`src/rtl/cam_learn_ctrl.sv`:
```
// Lookup/learn sequencer in front of a 16x16 TCAM: search, resolve hit against the
// valid bitmap, optionally write the missed key, then hold the response until accepted.
module cam_learn_ctrl #(
    parameter int KW = 16,
    parameter int AW = 4,
    parameter int CW = 16
) (
    input  logic          clk,
    input  logic          rstN,
    input  logic          req_valid,
    output logic          req_ready,
    input  logic [KW-1:0] req_key,
    input  logic          learn_en,
    input  logic          flush,
    output logic          rsp_valid,
    input  logic          rsp_ready,
    output logic          rsp_hit,
    output logic          rsp_learned,
    output logic [AW-1:0] rsp_addr,
    output logic [AW:0]   occupancy,
    output logic [CW-1:0] hit_cnt,
    output logic [CW-1:0] miss_cnt,
    output logic          cam_we,
    output logic [AW-1:0] cam_waddr,
    output logic [KW-1:0] cam_data,
    output logic          cam_search,
    input  logic [AW-1:0] cam_saddr,
    input  logic          cam_found
);
    localparam int NE = 1 << AW;

    typedef enum logic [2:0] {IDLE, SEARCH, RESOLVE, WRITE, RESP} state_e;

    state_e        state_q, state_d;
    logic [KW-1:0] key_q, key_d;
    logic          learn_q, learn_d;
    logic [NE-1:0] valid_q, valid_d;
    logic [AW:0]   occ_q, occ_d;
    logic [AW-1:0] rr_q, rr_d;
    logic [CW-1:0] hit_q, hit_d, miss_q, miss_d;
    logic          rhit_q, rhit_d, rlearn_q, rlearn_d;
    logic [AW-1:0] raddr_q, raddr_d;
    logic          full, hit_now;
    logic [AW-1:0] victim;

    // Entries fill densely from index 0, so the fill index doubles as the victim until full.
    assign full    = (occ_q == (AW+1)'(NE));
    assign victim  = full ? rr_q : occ_q[AW-1:0];
    assign hit_now = cam_found & valid_q[cam_saddr];

    always_comb begin
        state_d    = state_q;
        key_d      = key_q;
        learn_d    = learn_q;
        valid_d    = valid_q;
        occ_d      = occ_q;
        rr_d       = rr_q;
        hit_d      = hit_q;
        miss_d     = miss_q;
        rhit_d     = rhit_q;
        rlearn_d   = rlearn_q;
        raddr_d    = raddr_q;
        req_ready  = 1'b0;
        rsp_valid  = 1'b0;
        cam_we     = 1'b0;
        cam_search = 1'b0;
        cam_waddr  = '0;
        cam_data   = '0;
        case (state_q)
            IDLE: begin
                req_ready = rstN & ~flush;
                if (flush) begin
                    valid_d = '0;
                    occ_d   = '0;
                    rr_d    = '0;
                end else if (req_valid) begin
                    key_d    = req_key;
                    learn_d  = learn_en;
                    rhit_d   = 1'b0;
                    rlearn_d = 1'b0;
                    raddr_d  = '0;
                    state_d  = SEARCH;
                end
            end
            SEARCH: begin
                cam_search = 1'b1;
                cam_data   = key_q;
                state_d    = RESOLVE;
            end
            RESOLVE: begin
                cam_search = 1'b1;
                cam_data   = key_q;
                if (hit_now) begin
                    rhit_d  = 1'b1;
                    raddr_d = cam_saddr;
                    if (hit_q != '1) hit_d = hit_q + CW'(1);
                    state_d = RESP;
                end else begin
                    if (miss_q != '1) miss_d = miss_q + CW'(1);
                    state_d = learn_q ? WRITE : RESP;
                end
            end
            WRITE: begin
                cam_we          = 1'b1;
                cam_waddr       = victim;
                cam_data        = key_q;
                valid_d[victim] = 1'b1;
                rlearn_d        = 1'b1;
                raddr_d         = victim;
                if (full) rr_d  = rr_q + AW'(1);
                else      occ_d = occ_q + (AW+1)'(1);
                state_d         = RESP;
            end
            RESP: begin
                rsp_valid = 1'b1;
                if (rsp_ready) state_d = IDLE;
            end
            default: state_d = IDLE;
        endcase
    end

    always_ff @(posedge clk or negedge rstN) begin
        if (!rstN) begin
            state_q  <= IDLE;
            key_q    <= '0;
            learn_q  <= 1'b0;
            valid_q  <= '0;
            occ_q    <= '0;
            rr_q     <= '0;
            hit_q    <= '0;
            miss_q   <= '0;
            rhit_q   <= 1'b0;
            rlearn_q <= 1'b0;
            raddr_q  <= '0;
        end else begin
            state_q  <= state_d;
            key_q    <= key_d;
            learn_q  <= learn_d;
            valid_q  <= valid_d;
            occ_q    <= occ_d;
            rr_q     <= rr_d;
            hit_q    <= hit_d;
            miss_q   <= miss_d;
            rhit_q   <= rhit_d;
            rlearn_q <= rlearn_d;
            raddr_q  <= raddr_d;
        end
    end

    assign rsp_hit     = rsp_valid & rhit_q;
    assign rsp_learned = rsp_valid & rlearn_q;
    assign rsp_addr    = rsp_valid ? raddr_q : '0;
    assign occupancy   = occ_q;
    assign hit_cnt     = hit_q;
    assign miss_cnt    = miss_q;

endmodule

```
`config.mk`:
```
export PLATFORM = sky130hd
export DESIGN_NAME = cam_learn_ctrl
export DESIGN_NICKNAME = d
export VERILOG_FILES = /design/src/rtl/cam_learn_ctrl.sv
export SDC_FILE = /design/constraint.sdc
export NUM_CORES = 1
export LEC_CHECK = 0
export ABC_AREA = 1
export BUFFER_PORTS_ARGS = -buffer_cell sky130_fd_sc_hd__clkbuf_2
export CAP_MARGIN = 5
export CORE_MARGIN = 2
export CORE_UTILIZATION = 45
export DETAILED_ROUTE_END_ITERATION = 8
export GPL_TIMING_DRIVEN = 0
export PLACE_DENSITY = 0.73
export SYNTH_ARGS = -nofsm -noshare
export SYNTH_HDL_FRONTEND = slang
export SYNTH_SLANG_ARGS = --single-unit
```
`constraint.sdc`:
```
create_clock -name clk -period 2.3 [get_ports clk]
set_clock_uncertainty 0.05 [all_clocks]
set_input_delay 0.115 -clock clk [delete_from_list [all_inputs] [get_ports clk]]
set_output_delay 0.115 -clock clk [all_outputs]
set_load 0.005 [all_outputs]
```
# [Word-level counts from Yosys, hierarchy flattened]
# Index checks and enable logic that the tools add are counted.
[op_classes] addsub=4 n_mul=0 bitwise=7 n_div=0 n_shift=0 n_reduce_logical=17 n_eq_ne=14 muxes=35 order_cmp=3
[ops] cell="$add A16 B1 Y16 const B" count=2
[ops] cell="$mux W16" count=2
[ops] cell="$mux W4" count=8
[ops] cell="$ne A16 B16 Y1 const B" count=2
[ops] cell="$pmux W16 S2" count=1
[ops] cell="$reduce_and A3 Y1" count=7
[ops] cell="$or A16 B16 Y16" count=1
[ops] cell="$mux W3" count=5
[ops] cell="$pmux W3 S5" count=1
[ops] cell="$ne A2 B2 Y1 const B" count=7
[ops] cell="$pmux W4 S3" count=1
[ops] cell="$lt A4 B5 Y1 const B" count=2
[ops] cell="$mux W5" count=2
[ops] cell="$pmux W5 S2" count=1
[ops] cell="$mux W1" count=9
[ops] cell="$pmux W4 S2" count=1
[ops] cell="$reduce_and A4 Y1" count=2
[ops] cell="$eq A3 B2 Y1 const B" count=2
[ops] cell="$add A5 B1 Y5 const B" count=1
[ops] cell="$eq A5 B5 Y1 const B" count=1
[ops] cell="$add A4 B1 Y4 const B" count=1
[ops] cell="$and A1 B1 Y1" count=4
[ops] cell="$bmux W1 S4" count=1
[ops] cell="$demux W1 S4" count=1
[ops] cell="12 further kinds" count=15
[word_totals] rom_bits=0 out_inout_bits=67 n_memories=0 regBits=83 wordCells=91 in_bits=27 latch_bits=0 ramBits=0

# [Logic depth before layout (Yosys ltp)]
# Gate-level depths: netlist of run 1.
[logic_depth] word_depth=8 depth_mapped=12 depth_no_buf=12

# [Worst setup path after synthesis of run 1]
# No wires, ideal clock.
[synth_timing] path_type="flip-flop to flip-flop" from="register hit_q[0] (netlist: hit_cnt[0])" to="register hit_q[11] (netlist: hit_cnt[11])" stages_incl_launch_ff=12 slack_ps=572 synth_period_minus_slack_ps=1728 n_path_buf=1 setup_ps=116 required_time_ps=2134 t_arrival_ps=1562 cell_sequence="dfrtp_1 -> ha_1 -> nand3_4 -> nor2_4 -> nand2_2 -> nor3_4 -> nand2_2 -> clkinv_2 -> nor2_8 -> buf_12 -> nand2_2 -> nand2_1"
[synth_via] elab_chain_len=2 elab_cells_between_ends=3 classes_between="add/sub (1); eq/ne (1); reduce/logical (1)"
[synth_rtl] element="from (decl)" line="40" rtl="logic [CW-1:0] hit_q, hit_d, miss_q, miss_d;"
[synth_rtl] element="from (signal assigned)" line="142" rtl="hit_q <= hit_d;"
[synth_rtl] element="parallel branches: the longest is 2 deep, another holds $add A16 B1 Y16"
# Parallel ways; which one is timed is not known.
# A chain may end at the register's enable or synchronous reset.

# [Final worst setup path of run 1]
[layout_timing] from="register occ_q[0] (netlist: occupancy[0])" to="output port cam_waddr[1]"
[layout_via] elab_chain_len=3
[layout_rtl] element="from (decl)" line="38" rtl="logic [AW:0] occ_q, occ_d;"
[layout_rtl] element="from (signal assigned)" line="128" rtl="occ_q <= '0;"
[layout_rtl] element="from (signal assigned)" line="140" rtl="occ_q <= occ_d;"
[layout_rtl] element="$eq A5 B5 Y1" line="47" rtl="assign full = (occ_q == (AW+1)'(NE));"
[layout_rtl] element="$mux W4" line="48" rtl="assign victim = full ? rr_q : occ_q[AW-1:0];"
[layout_rtl] element="$mux W4" line="69" rtl="case (state_q)"
[layout_rtl] element="to (decl)" line="24" rtl="output logic [AW-1:0] cam_waddr,"
# Every way passes these cells.

==> results_tabular.tex, run 1 <==
\begin{tabular}{lr}
\hline
Metric & Value \\
\hline
\multicolumn{2}{l}{\textbf{Timing}} \\
Number of hold violations in the final report & 0 \\
Tmin final & about 2.1 ns \\
Slew of the pin with the lowest slew margin & 0.600 ns \\
RSZ-0062 raised after global routing & no \\
WHS & 0.0327 ns \\
Final slew viol count & 0 \\
Sum of negative setup slack & 0 ns \\
Timing-limited maximum frequency & 472 MHz \\
Max-slew headroom & 60.0\% \\
Final number of setup-violating endpoints & 0 \\
Part of the cycle the worst path needs & 92.1\% \\
\multicolumn{2}{l}{\textbf{Setup path}} \\
Endpoint type of the worst setup path & output pin \\
Crit path arrival time & just under 2 ns \\
Worst-path cell with the longest stage delay & dfrtp\_1 \\
WS Path Type & reg2out \\
Worst-path maximum fanout & 8 \\
Crit path required time & roughly 2.1 ns \\
Most prevalent standard cell on the critical path & inv\_1 \\
Critical Path Source Type & flop \\
Capture instance of the worst register-to-register path & hit\_cnt[15] \\
Biggest cell delay along the critical path & 0.44 ns \\
Reg2Reg Launch Point & hit\_cnt[0] \\
R2r worst-path depth & 11 \\
Chain of cells forming the critical path & inv\_1 > ha\_1 > nand2\_1 > inv\_1 > nand3\_2 > o21ai\_1 > inv\_2 > nor2\_1 > clkbuf\_2 \\
Register-to-register setup slack & 0.34 ns \\
\multicolumn{2}{l}{\textbf{Global routing}} \\
Met2 global-route usage & 35.6\% \\
Busiest layer in global routing & met2 \\
Wire length of the first global-routing pass & between 15,000 and 20,000 microns \\
Number of global-route vias before repair & 4,254 \\
Met3 demand-to-capacity share in global routing & 4.08\% \\
Grt ovf & 0 \\
Initial antenna violation count & 0 \\
Pin count of the biggest net entering global routing & 45 \\
GR met1 Demand/Resource & $\sim$29\% \\
GRT Total Usage & between 20\% and 30\% \\
\multicolumn{2}{l}{\textbf{Synth}} \\
Distinct cells, synth & 40 \\
Netlist Area Pre-Place & 4640 sq um \\
Post-synthesis adder-cell area fraction & 1.35\% \\
Compound-gate portion of the synthesized area & 6.79\% \\
Yosys reg bits & 83 \\
Post-synth top area cell & dfrtp\_1 \\
Multiplexer fraction of the synthesized cell area & 0\% \\
Number of enable flip-flop cells after synthesis & 0 \\
Total nets after synthesis & 619 \\
Combinational family with the most area after synthesis & simple AND/OR/NAND/NOR gates \\
Synthesized-area fraction occupied by xor and xnor cells & 5.28\% \\
Cells taking the most area after synthesis & dfrtp\_1 (45\%), nand2\_1 (13\%), inv\_1 (6.7\%), xor2\_1 (4.9\%), nand3\_1 (4.0\%) \\
Register area share after synthesis & 44.7\% \\
Proportion of register bits with asynchronous set or reset after synthesis & 100\% \\
Instance count of the mapped netlist & slightly below 600 \\
Synth warnings & 0 \\
Top flip-flop cell by instance count after synthesis & dfrtp\_1 \\
Top-area cell type share of the netlist area & 44.7\% \\
Fraction of the mapped netlist area in simple logic gates & between 30\% and 40\% \\
Average size of a mapped cell & 7.91 sq um \\
\multicolumn{2}{l}{\textbf{Power and ir drop}} \\
Ratio of total power to cell area & slightly below 800 nW/um\^{}2 \\
Cell leakage power & approximately 3.0 nW \\
Largest vdd supply drop & 470 uV \\
\multicolumn{2}{l}{\textbf{Routing}} \\
Routed wire length & about 11,000 microns \\
Vias per Instance & 5.02 \\
Remaining antenna violation count & 0 \\
DRC violation count after routing & 0 \\
Routed length per instance & $\sim$13 microns \\
First-pass iteration count of the detailed router & 5 \\
Routed via count & 4,265 \\
DRC violation total after the first TritonRoute iteration & 296 \\
\multicolumn{2}{l}{\textbf{Clock tree}} \\
H-tree depth & 3 \\
Clock latency at the later pin of the worst-skew pair & 0.35 ns \\
TritonCTS buffer count & 9 \\
Clock transition time at the flip-flop clock pins of the worst setup and hold paths & 0.08 ns \\
CTS root buf & clkbuf\_8 \\
Sink count of the clock tree & 83 \\
Clock Tree Buf Depth & 2 \\
Clock tree from TritonCTS & built \\
\multicolumn{2}{l}{\textbf{Final layout}} \\
Core occupancy in the finished layout & $\sim$56\% \\
Final antenna diode count & 0 \\
Area growth syn-to-layout & 22.8\% \\
Share of layout cells above drive strength 1 & 22.7\% \\
Nets & 743 \\
\multicolumn{2}{l}{\textbf{Place}} \\
Total of buffers placed on input and output ports & a little over 90 \\
Placer Congestion & 0.906 \\
Post-detail-place hpwl & 8080 microns \\
\multicolumn{2}{l}{\textbf{Job}} \\
Max-cap violations & 0 \\
\multicolumn{2}{l}{\textbf{Min path}} \\
Worst hold path depth & 4 \\
Type of the most critical hold path & in2reg \\
Startpoint of the worst hold path & flush \\
Hold Crit Endpoint & state\_q[0] \\
\multicolumn{2}{l}{\textbf{Die}} \\
Effective utilization at floorplan & 45.6\% \\
Top-Level Pins & 94 \\
Floorplan die height & 106 microns \\
Core Area & around 10,000 sq um \\
Die outline width & 106 microns \\
Area of the die & 11,100 sq um \\
Standard-cell row count & 37 \\
\multicolumn{2}{l}{\textbf{Outcome}} \\
Status & completed \\
\hline
\end{tabular}
stage by stage:
| step | instance area [sq um] | setup WS [ns] | cells | total power, mW |
|---|---|---|---|---|
| 2_1_floorplan | 4640 | 0.572 | 587 | 2.81 |
| 3_3_place_gp | 5280 | -0.0204 | 815 | 3.29 |
| 3_5_place_dp | 5310 | 0.341 | 816 | 3.36 |
| 4_1_cts | 5710 | 0.0677 | 850 | 4.49 |
| 5_1_grt | 5710 | 0.0225 | 850 | 4.79 |
| 6_report | 5710 | 0.182 | 850 | 4.46 |
worst max path at each step:
stage            startpoint            to  depth (start not counted)
2_1_floorplan    hit_cnt[0]   hit_cnt[11]                         11
3_3_place_gp           rstN     req_ready                          4
3_5_place_dp     hit_cnt[0]   hit_cnt[15]                         11
4_1_cts        occupancy[0]  cam_waddr[0]                          9
5_1_grt        occupancy[1]  cam_waddr[0]                          9
6_report       occupancy[0]  cam_waddr[1]                          9
cell usage in the layout (no fill, tap or decap), drive strengths merged, types with 2 or more instances in the layout:
cell type and instances:
nand2 176, nor3 14, nand4 21, nor2 50, ha 5, clkinv 3
o22ai 19, inv 92, buf 13, a21oi 5, xnor2 2, xor2 26
dlygate4sd3 20, nor4 2, nand3 42, o21ai 30, clkbuf 106, dfrtp 83
logic make-up after synthesis:
| family | after synthesis |
|---|---|
| adder cells (fa/ha/maj) | 5 |
| XOR/XNOR | 28 |
| buffers and inverters | 108 |
| AO/OA/AOI/OAI | 57 |
| AND/OR/NAND/NOR | 306 |
| flip-flops | 83 |
registers in the layout (all words and copies together), names as in the netlist:
register and flops:
hit_cnt 16, rhit_q 1, rlearn_q 1, valid_q 16
occupancy 5, learn_q 1, raddr_q 4, state_q 3
miss_cnt 16, rr_q 4, key_q 16
report_power, final:
part / switching, mW / internal (mW) / total, mW
registers: 0.172 / 1.72 / 1.90
clock network: 0.508 / 0.578 / 1.09
logic: 0.964 / 0.514 / 1.48
total: 1.64 / 2.82 / 4.46
what timing repair did:
item                                    4_1_cts  5_1_grt
resized for setup                             0        2
buffers inserted                              0        0
hold endpoints to repair                     58        0
endpoints found under the setup margin        0        2
hold buffers                                 20        0
layer usage:
layer	vias up	share of wire, %	wire [microns]
li1	2111	-	-
met1	2022	46	5130
met2	119	48	5390
met3	13	4.9	549
met4	0	1.4	152
met5	-	0	0
synthesized netlist by cell type (11+ instances only):
master	n
dfrtp_1	83
inv_1	83
nand2_1	159
nand2_2	14
nand3_1	37
nand4_1	19
nor2_1	47
nor3_1	11
o21ai_0	24
o22ai_1	19
xor2_1	26
final cells by class:
| class | count | area, sq um |
|---|---|---|
| buffer | 14 | 103 |
| fill | 950 | 4480 |
| multi-input combinational | 396 | 2110 |
| tap | 136 | 170 |
| sequential | 83 | 2080 |
| timing repair buffer | 113 | 691 |
| inverter | 94 | 357 |
| clock buffer | 12 | 165 |
| clock inverter | 2 | 35.0 |
worst max-delay path: cells and delay by family (launching register included):
kind | cells | cell delay (ns)
AOI/OAI and AO/OA | 1 | 0.28
DFF | 1 | 0.44
buffers and inverters | 4 | 0.42
adders and majority gates | 1 | 0.15
and+or+nand+nor | 3 | 0.33
Power figures use the tool's default switching activity.
==> run 2: changes to the inputs <==
==> constraint.sdc (replaced) <==
create_clock -name clk -period 2.3 [get_ports clk]
set_clock_uncertainty 0.05 [all_clocks]
set_input_delay 0.345 -clock clk [delete_from_list [all_inputs] [get_ports clk]]
set_output_delay 0.345 -clock clk [all_outputs]
set_load 0.005 [all_outputs]
==> run 2 against run 1 <==
Critical path type unchanged. Critical path depth is the same. Largest power group unchanged. Utilization down 0.86 points. Sequential share of layout area up 0.57 points. Setup slack lost 0.078 ns. Final area down 1.5%. Register-to-register slack about the same.
==> results_tabular.tex, run 2 (synthesized netlist as in run 1, its figures left out) <==
\begin{tabular}{lr}
\hline
Metric & Value \\
\hline
\multicolumn{2}{l}{\textbf{Die}} \\
Effective utilization at floorplan & 45.6\% (unchanged) \\
Top-Level Pins & 94 (unchanged) \\
Core Area & 10,200 sq um (unchanged) \\
Area of the die & 11,100 sq um (unchanged) \\
Standard-cell row count & 37 (unchanged) \\
Floorplan die height & 106 microns (unchanged) \\
Die outline width & 106 microns (unchanged) \\
\multicolumn{2}{l}{\textbf{Outcome}} \\
Status & completed \\
\multicolumn{2}{l}{\textbf{Final layout}} \\
Area growth syn-to-layout & 21.0\% \\
Seq. cell area & 2080 sq um (unchanged) \\
Nets & 732 (-1.5\%) \\
Fill cell total of the finished layout & 957 (+0.74\%) \\
Leading cell type in the layout, fill and taps excluded & nand2\_1 \\
Final antenna diode count & 0 (unchanged) \\
Share of layout cells above drive strength 1 & 24.9\% (+2.2 points) \\
Non-filler cells, final & 839 (-1.3\%) \\
Area occupied by multi-input gates & 2140 sq um (+1.4\%) \\
Top library cells by usage in the layout, fill and taps aside & nand2\_1 (159), clkbuf\_2 (92), dfrtp\_1 (83) \\
\multicolumn{2}{l}{\textbf{Routing}} \\
DRC violation total after the first TritonRoute iteration & 261 (-12\%) \\
Remaining antenna violation count & 0 (unchanged) \\
Vias per Instance & 5.05 (+0.65\%) \\
DRC violation count after routing & 0 (unchanged) \\
Routed wire length & 10,900 microns (-2.8\%) \\
First-pass iteration count of the detailed router & 5 (unchanged) \\
Routed length per instance & 13.0 microns (-1.5\%) \\
Routed via count & 4,237 (-0.66\%) \\
\multicolumn{2}{l}{\textbf{Power and ir drop}} \\
Cell leakage power & 2.93 nW (-0.98\%) \\
P\_sw & 1.64 mW (-0.48\%) \\
Ratio of total power to cell area & 795 nW/um\^{}2 (+1.8\%) \\
Clock network power share & 24.4\% (about the same) \\
Total Power & 4.47 mW (+0.20\%) \\
Net switching fraction of the power & 36.6\% (-0.25 points) \\
Power share of the sequential group & 42.3\% (-0.2 points) \\
Internal power & 2.83 mW (+0.60\%) \\
Largest vdd supply drop & 458 uV (-2.6\%) \\
Logic pwr share & 33.3\% (+0.2 points) \\
\multicolumn{2}{l}{\textbf{Clock tree}} \\
Clock tree from TritonCTS & built \\
H-tree depth & 3 (unchanged) \\
TritonCTS buffer count & 9 (unchanged) \\
CTS root buf & clkbuf\_8 \\
Sink count of the clock tree & 83 (unchanged) \\
Clock latency at the later pin of the worst-skew pair & 0.35 ns (about the same) \\
Clock Tree Buf Depth & 2 (unchanged) \\
Clock transition time at the flip-flop clock pins of the worst setup and hold paths & 0.08 ns (about the same) \\
\multicolumn{2}{l}{\textbf{Setup path}} \\
Endpoint type of the worst setup path & output pin \\
Crit path required time & 1.90 ns (-0.23 ns) \\
R2r worst-path depth & 7 (-4) \\
Critical Path Source Type & flop \\
WS Path Type & reg2out \\
Worst-path maximum fanout & 7 (-1) \\
Crit path arrival time & 1.80 ns (-0.15 ns) \\
\multicolumn{2}{l}{\textbf{Global routing}} \\
Grt ovf & 0 (unchanged) \\
Wire length of the first global-routing pass & 18,700 microns (-3.5\%) \\
Initial antenna violation count & 0 (unchanged) \\
GRT Total Usage & 20.6\% (-0.77 points) \\
Number of global-route vias before repair & 4,149 (-2.5\%) \\
Pin count of the biggest net entering global routing & 45 (unchanged) \\
\multicolumn{2}{l}{\textbf{Min path}} \\
Worst hold path depth & 2 (-2) \\
Type of the most critical hold path & in2reg \\
\multicolumn{2}{l}{\textbf{Timing}} \\
Timing-limited maximum frequency & 455 MHz (-3.6\%) \\
Slew of the pin with the lowest slew margin & 0.549 ns (-0.0516 ns) \\
Final slew viol count & 0 (unchanged) \\
Tmin final & 2.20 ns (+0.0782 ns) \\
Final number of setup-violating endpoints & 0 (unchanged) \\
Number of hold violations in the final report & 0 (unchanged) \\
Max-slew headroom & 63.3\% (+3.4 points) \\
Part of the cycle the worst path needs & 95.5\% (+3.4 points) \\
\multicolumn{2}{l}{\textbf{Job}} \\
Max-cap violations & 0 (unchanged) \\
\multicolumn{2}{l}{\textbf{Place}} \\
Total of buffers placed on input and output ports & 92 (unchanged) \\
Placer Congestion & 0.906 (unchanged) \\
Number of cells in the design after placement & 816 (unchanged) \\
Post-detail-place hpwl & 8080 microns (unchanged) \\
\hline
\end{tabular}
run 2: worst paths after layout:
path	to	start	slack (ns)
worst max-delay path	cam_waddr[1]	occupancy[0]	0.10
worst min-delay path	state_q[2]	rsp_ready	0.15
worst max register to register	miss_cnt[10]	miss_cnt[0]	0.34
worst min register to register	raddr_q[3]	raddr_q[3]	0.44
max in group asynchronous	miss_cnt[5]	rstN	1.23
min in group asynchronous	valid_q[9]	rstN	0.43
run 2: final cells by class:
type | count | share of cell area, %
multi-input cells | 396 | 38.1
flip-flops and latches | 83 | 37.0
repair buffers | 103 | 10.2
inverters | 94 | 6.35
well taps | 136 | 3.03
clock buffers | 12 | 2.94
plain buffers | 13 | 1.85
clock inverters | 2 | 0.624
run 2: worst max-delay path: stages (launching register included):
cell,delay (ns)
dfrtp_1,0.43
inv_1,0.10
ha_1,0.15
nand2_1,0.08
inv_2,0.08
nand3_4,0.12
o21ai_4,0.20
inv_2,0.08
nor2_1,0.10
clkbuf_2,0.12
run 2: stage by stage:
step           setup TNS [ns]  setup slack (ns)  area (sq um)  hold slack [ns]  utilization, %
6_report                    0             0.104          5620            0.146            55.2
5_1_grt               -0.0165           -0.0110          5620            0.134            55.2
4_1_cts                     0           0.00935          5520            0.129            54.2
3_5_place_dp                0             0.239          5310            0.368            52.1
3_3_place_gp            -7.44            -0.480          5280            0.407            51.8
2_1_floorplan               0             0.531          4640        -0.000591               -
run 2: power groups by stage:
| stage | logic (mW) | registers (mW) | clock network, mW |
|---|---|---|---|
| 3_5_place_dp | 1.44 | 1.92 | 0 |
| 4_1_cts | 1.45 | 1.89 | 1.12 |
| 2_1_floorplan | 0.938 | 1.88 | 0 |
| 6_report | 1.49 | 1.89 | 1.09 |
| 5_1_grt | 1.70 | 1.92 | 1.17 |
| 3_3_place_gp | 1.38 | 1.91 | 0 |
run 2: repair_timing:
item,CTS,global route
hold endpoints to repair,39,0
pin swaps,0,1
resized for setup,4,10
hold buffers,1,0
endpoints found under the setup margin,2,16
buffers inserted,0,9
run 2: layer usage:
metal | wire, microns | vias up | track usage (%)
li1 | - | 2089 | -
met1 | 4990 | 2018 | 27.7
met4 | 119 | 0 | 5.83
met3 | 578 | 9 | 4.14
met2 | 5220 | 121 | 33.7
met5 | 0 | - | 0
==> run 3: changes to the inputs <==
--- a/config.mk
+++ b/config.mk
@@ -11,6 +11,7 @@
 export CORE_MARGIN = 2
 export CORE_UTILIZATION = 45
 export DETAILED_ROUTE_END_ITERATION = 8
+export GPL_ROUTABILITY_DRIVEN = 0
 export GPL_TIMING_DRIVEN = 0
 export PLACE_DENSITY = 0.73
 export SYNTH_ARGS = -nofsm -noshare
==> constraint.sdc (replaced) <==
create_clock -name clk -period 2.3 [get_ports clk]
set_clock_uncertainty 0.05 [all_clocks]
set_input_delay 0.345 -clock clk [delete_from_list [all_inputs] [get_ports clk]]
set_output_delay 0.345 -clock clk [all_outputs]
set_load 0.02 [all_outputs]
==> run 3 against run 2 <==
Non-clock buffer count down 1. Setup slack lost 0.038 ns. First-iteration DRC count is 8.4% higher. Worst hold slack better by 0.0029 ns. Sequential power is essentially flat. Final area rose by 0.62%. Register-to-register slack improved by 0.02 ns. Utilization up 0.34 points. Die area did not move. Critical path depth is the same. Via count is 1.4% lower. Sequential cell count did not move.
==> results_tabular.tex, run 3 (synthesized netlist as in run 1, its figures left out) <==
\begin{tabular}{lr}
\hline
Metric & Value \\
\hline
\multicolumn{2}{l}{\textbf{Routing}} \\
First-pass iteration count of the detailed router & 5 (unchanged) \\
DRC violation count after routing & 0 (unchanged) \\
Highest Signal Layer & met4 \\
Routed length per instance & 12.8 microns (-1.2\%) \\
Met2 WL & 5080 microns (-2.5\%) \\
Vias per Instance & 4.98 (-1.5\%) \\
Remaining antenna violation count & 0 (unchanged) \\
DRC violation total after the first TritonRoute iteration & 283 (+8.4\%) \\
Routed via count & 4,179 (-1.4\%) \\
Routed wire length & 10,800 microns (-1.1\%) \\
M1 wire length & 4990 microns (unchanged) \\
Sum of met3 wire segment lengths after detailed routing & 541 microns (-6.4\%) \\
\multicolumn{2}{l}{\textbf{Min path}} \\
Type of the most critical hold path & in2reg \\
\multicolumn{2}{l}{\textbf{Timing}} \\
Max-slew headroom & 65.0\% (+1.7 points) \\
Part of the cycle the worst path needs & 97.1\% (+1.6 points) \\
Number of hold violations in the final report & 0 (unchanged) \\
Crit path setup slack, layout & 0.0663 ns (-0.0376 ns) \\
Tmin final & 2.23 ns (+0.0376 ns) \\
Slew of the pin with the lowest slew margin & 0.521 ns (-0.0281 ns) \\
Timing-limited maximum frequency & 448 MHz (-1.7\%) \\
Final slew viol count & 0 (unchanged) \\
Final number of setup-violating endpoints & 0 (unchanged) \\
\multicolumn{2}{l}{\textbf{Clock tree}} \\
Clock Tree Buf Depth & 2 (unchanged) \\
Clock latency at the later pin of the worst-skew pair & 0.34 ns (about the same) \\
Clock tree from TritonCTS & built \\
Sink count of the clock tree & 83 (unchanged) \\
Clock transition time at the flip-flop clock pins of the worst setup and hold paths & 0.08 ns (about the same) \\
CTS root buf & clkbuf\_8 \\
H-tree depth & 3 (unchanged) \\
TritonCTS buffer count & 9 (unchanged) \\
\multicolumn{2}{l}{\textbf{Setup path}} \\
Endpoint type of the worst setup path & output pin \\
Chain of cells forming the critical path & inv\_2 > ha\_1 > nand2\_1 > inv\_2 > nand3\_4 > o21ai\_4 > inv\_2 > nor2\_1 > buf\_4 \\
Crit path arrival time & 1.84 ns (+0.04 ns) \\
Worst-path maximum fanout & 8 (+1) \\
Kind of cell adding the most delay to the critical path & flip-flops \\
Worst-path cell with the longest stage delay & dfrtp\_1 \\
Critical Path Source Type & flop \\
Most prevalent standard cell on the critical path & inv\_2 \\
Biggest cell delay along the critical path & 0.43 ns (about the same) \\
Buffering stage count on the worst path with inverters included & 4 (unchanged) \\
Crit path required time & 1.90 ns (about the same) \\
WS Path Type & reg2out \\
\multicolumn{2}{l}{\textbf{Global routing}} \\
Initial antenna violation count & 0 (unchanged) \\
Grt ovf & 0 (unchanged) \\
Pin count of the biggest net entering global routing & 57 (+27\%) \\
Wire length of the first global-routing pass & 18,300 microns (-2.5\%) \\
Number of global-route vias before repair & 4,070 (-1.9\%) \\
GRT Total Usage & 20.1\% (-0.47 points) \\
\multicolumn{2}{l}{\textbf{Final layout}} \\
Area growth syn-to-layout & 21.7\% \\
Share of layout cells above drive strength 1 & 25.3\% (+0.39 points) \\
Fill cell total of the finished layout & 954 (-0.31\%) \\
Top library cells by usage in the layout, fill and taps aside & nand2\_1 (159), clkbuf\_2 (91), dfrtp\_1 (82) \\
Final antenna diode count & 0 (unchanged) \\
Area occupied by multi-input gates & 2140 sq um (+0.23\%) \\
Non-filler cells, final & 840 (+0.12\%) \\
Nets & 731 (-0.14\%) \\
Seq. cell area & 2080 sq um (about the same) \\
Core occupancy in the finished layout & 55.5\% (+0.34 points) \\
Leading cell type in the layout, fill and taps excluded & nand2\_1 \\
\multicolumn{2}{l}{\textbf{Power and ir drop}} \\
Cell leakage power & 2.94 nW (+0.22\%) \\
Largest vdd supply drop & 611 uV (+33\%) \\
Ratio of total power to cell area & 847 nW/um\^{}2 (+6.4\%) \\
\multicolumn{2}{l}{\textbf{Die}} \\
Die outline width & 106 microns (unchanged) \\
Effective utilization at floorplan & 45.6\% (unchanged) \\
Area of the die & 11,100 sq um (unchanged) \\
Floorplan die height & 106 microns (unchanged) \\
Top-Level Pins & 94 (unchanged) \\
Core Area & 10,200 sq um (unchanged) \\
Standard-cell row count & 37 (unchanged) \\
\multicolumn{2}{l}{\textbf{Place}} \\
Total of buffers placed on input and output ports & 92 (unchanged) \\
Post-Place Worst Slack & 0.156 ns (-0.0836 ns) \\
Number of cells in the design after placement & 816 (unchanged) \\
Post-detail-place hpwl & 8080 microns (about the same) \\
\multicolumn{2}{l}{\textbf{Job}} \\
Max-cap violations & 0 (unchanged) \\
\multicolumn{2}{l}{\textbf{Outcome}} \\
Status & completed \\
\hline
\end{tabular}
-- run 3: worst paths after layout --
kind,slack (ns),cells after the start,start,to
setup / recovery,0.07,9,occupancy[1],cam_waddr[0]
setup reg to reg,0.36,7,miss_cnt[0],miss_cnt[9]
hold / removal,0.15,3,req_key[5],key_q[5]
min in group asynchronous,0.48,3,rstN,hit_cnt[15]
hold reg to reg,0.42,2,raddr_q[2],raddr_q[2]
max in group asynchronous,1.43,3,rstN,miss_cnt[9]
-- run 3: per-stage QoR --
stage / hold slack (ns) / TNS (ns) / cell area (sq um) / total power [mW]
after floorplan: -0.000591 / 0 / 4640 / 3.03
after global placement: 0.406 / -6.07 / 5280 / 3.51
after detailed placement: 0.304 / 0 / 5310 / 3.58
after CTS: 0.137 / -0.0364 / 5570 / 4.78
after global routing: 0.144 / -0.0698 / 5650 / 5.13
final: 0.149 / 0 / 5650 / 4.79
-- run 3: cell type report --
type,instances,area share (%)
multi-input cells,396,37.9
flip-flops and latches,83,36.8
repair buffers,101,10.0
inverters,94,6.31
well taps,136,3.01
clock buffers,12,2.74
plain buffers,14,1.93
clock inverters,4,1.28
-- run 3: power breakdown --
part / switching, mW / internal [mW]
registers: 0.167 / 1.72
clock network: 0.515 / 0.670
logic: 1.17 / 0.538
total: 1.85 / 2.93
-- run 3: what timing repair did --
action | CTS | global route
buffers inserted | 0 | 6
pin swaps | 0 | 1
resized for setup | 5 | 15
endpoints found under the hold margin | 28 | 0
setup endpoints to repair | 3 | 15
cloned | 0 | 0
hold buffers | 2 | 0
-- run 3: worst min-delay path: stages --
cell,delay (ns)
clkbuf_2,0.07
nand2_1,0.04
o21ai_0,0.05
-- run 3: per-layer routing --
layer / GRT usage [%] / up-vias
li1: - / 2087
met1: 27.6 / 1963
met2: 32.2 / 114
met3: 3.15 / 15
met4: 7.61 / 0
met5: 0 / -
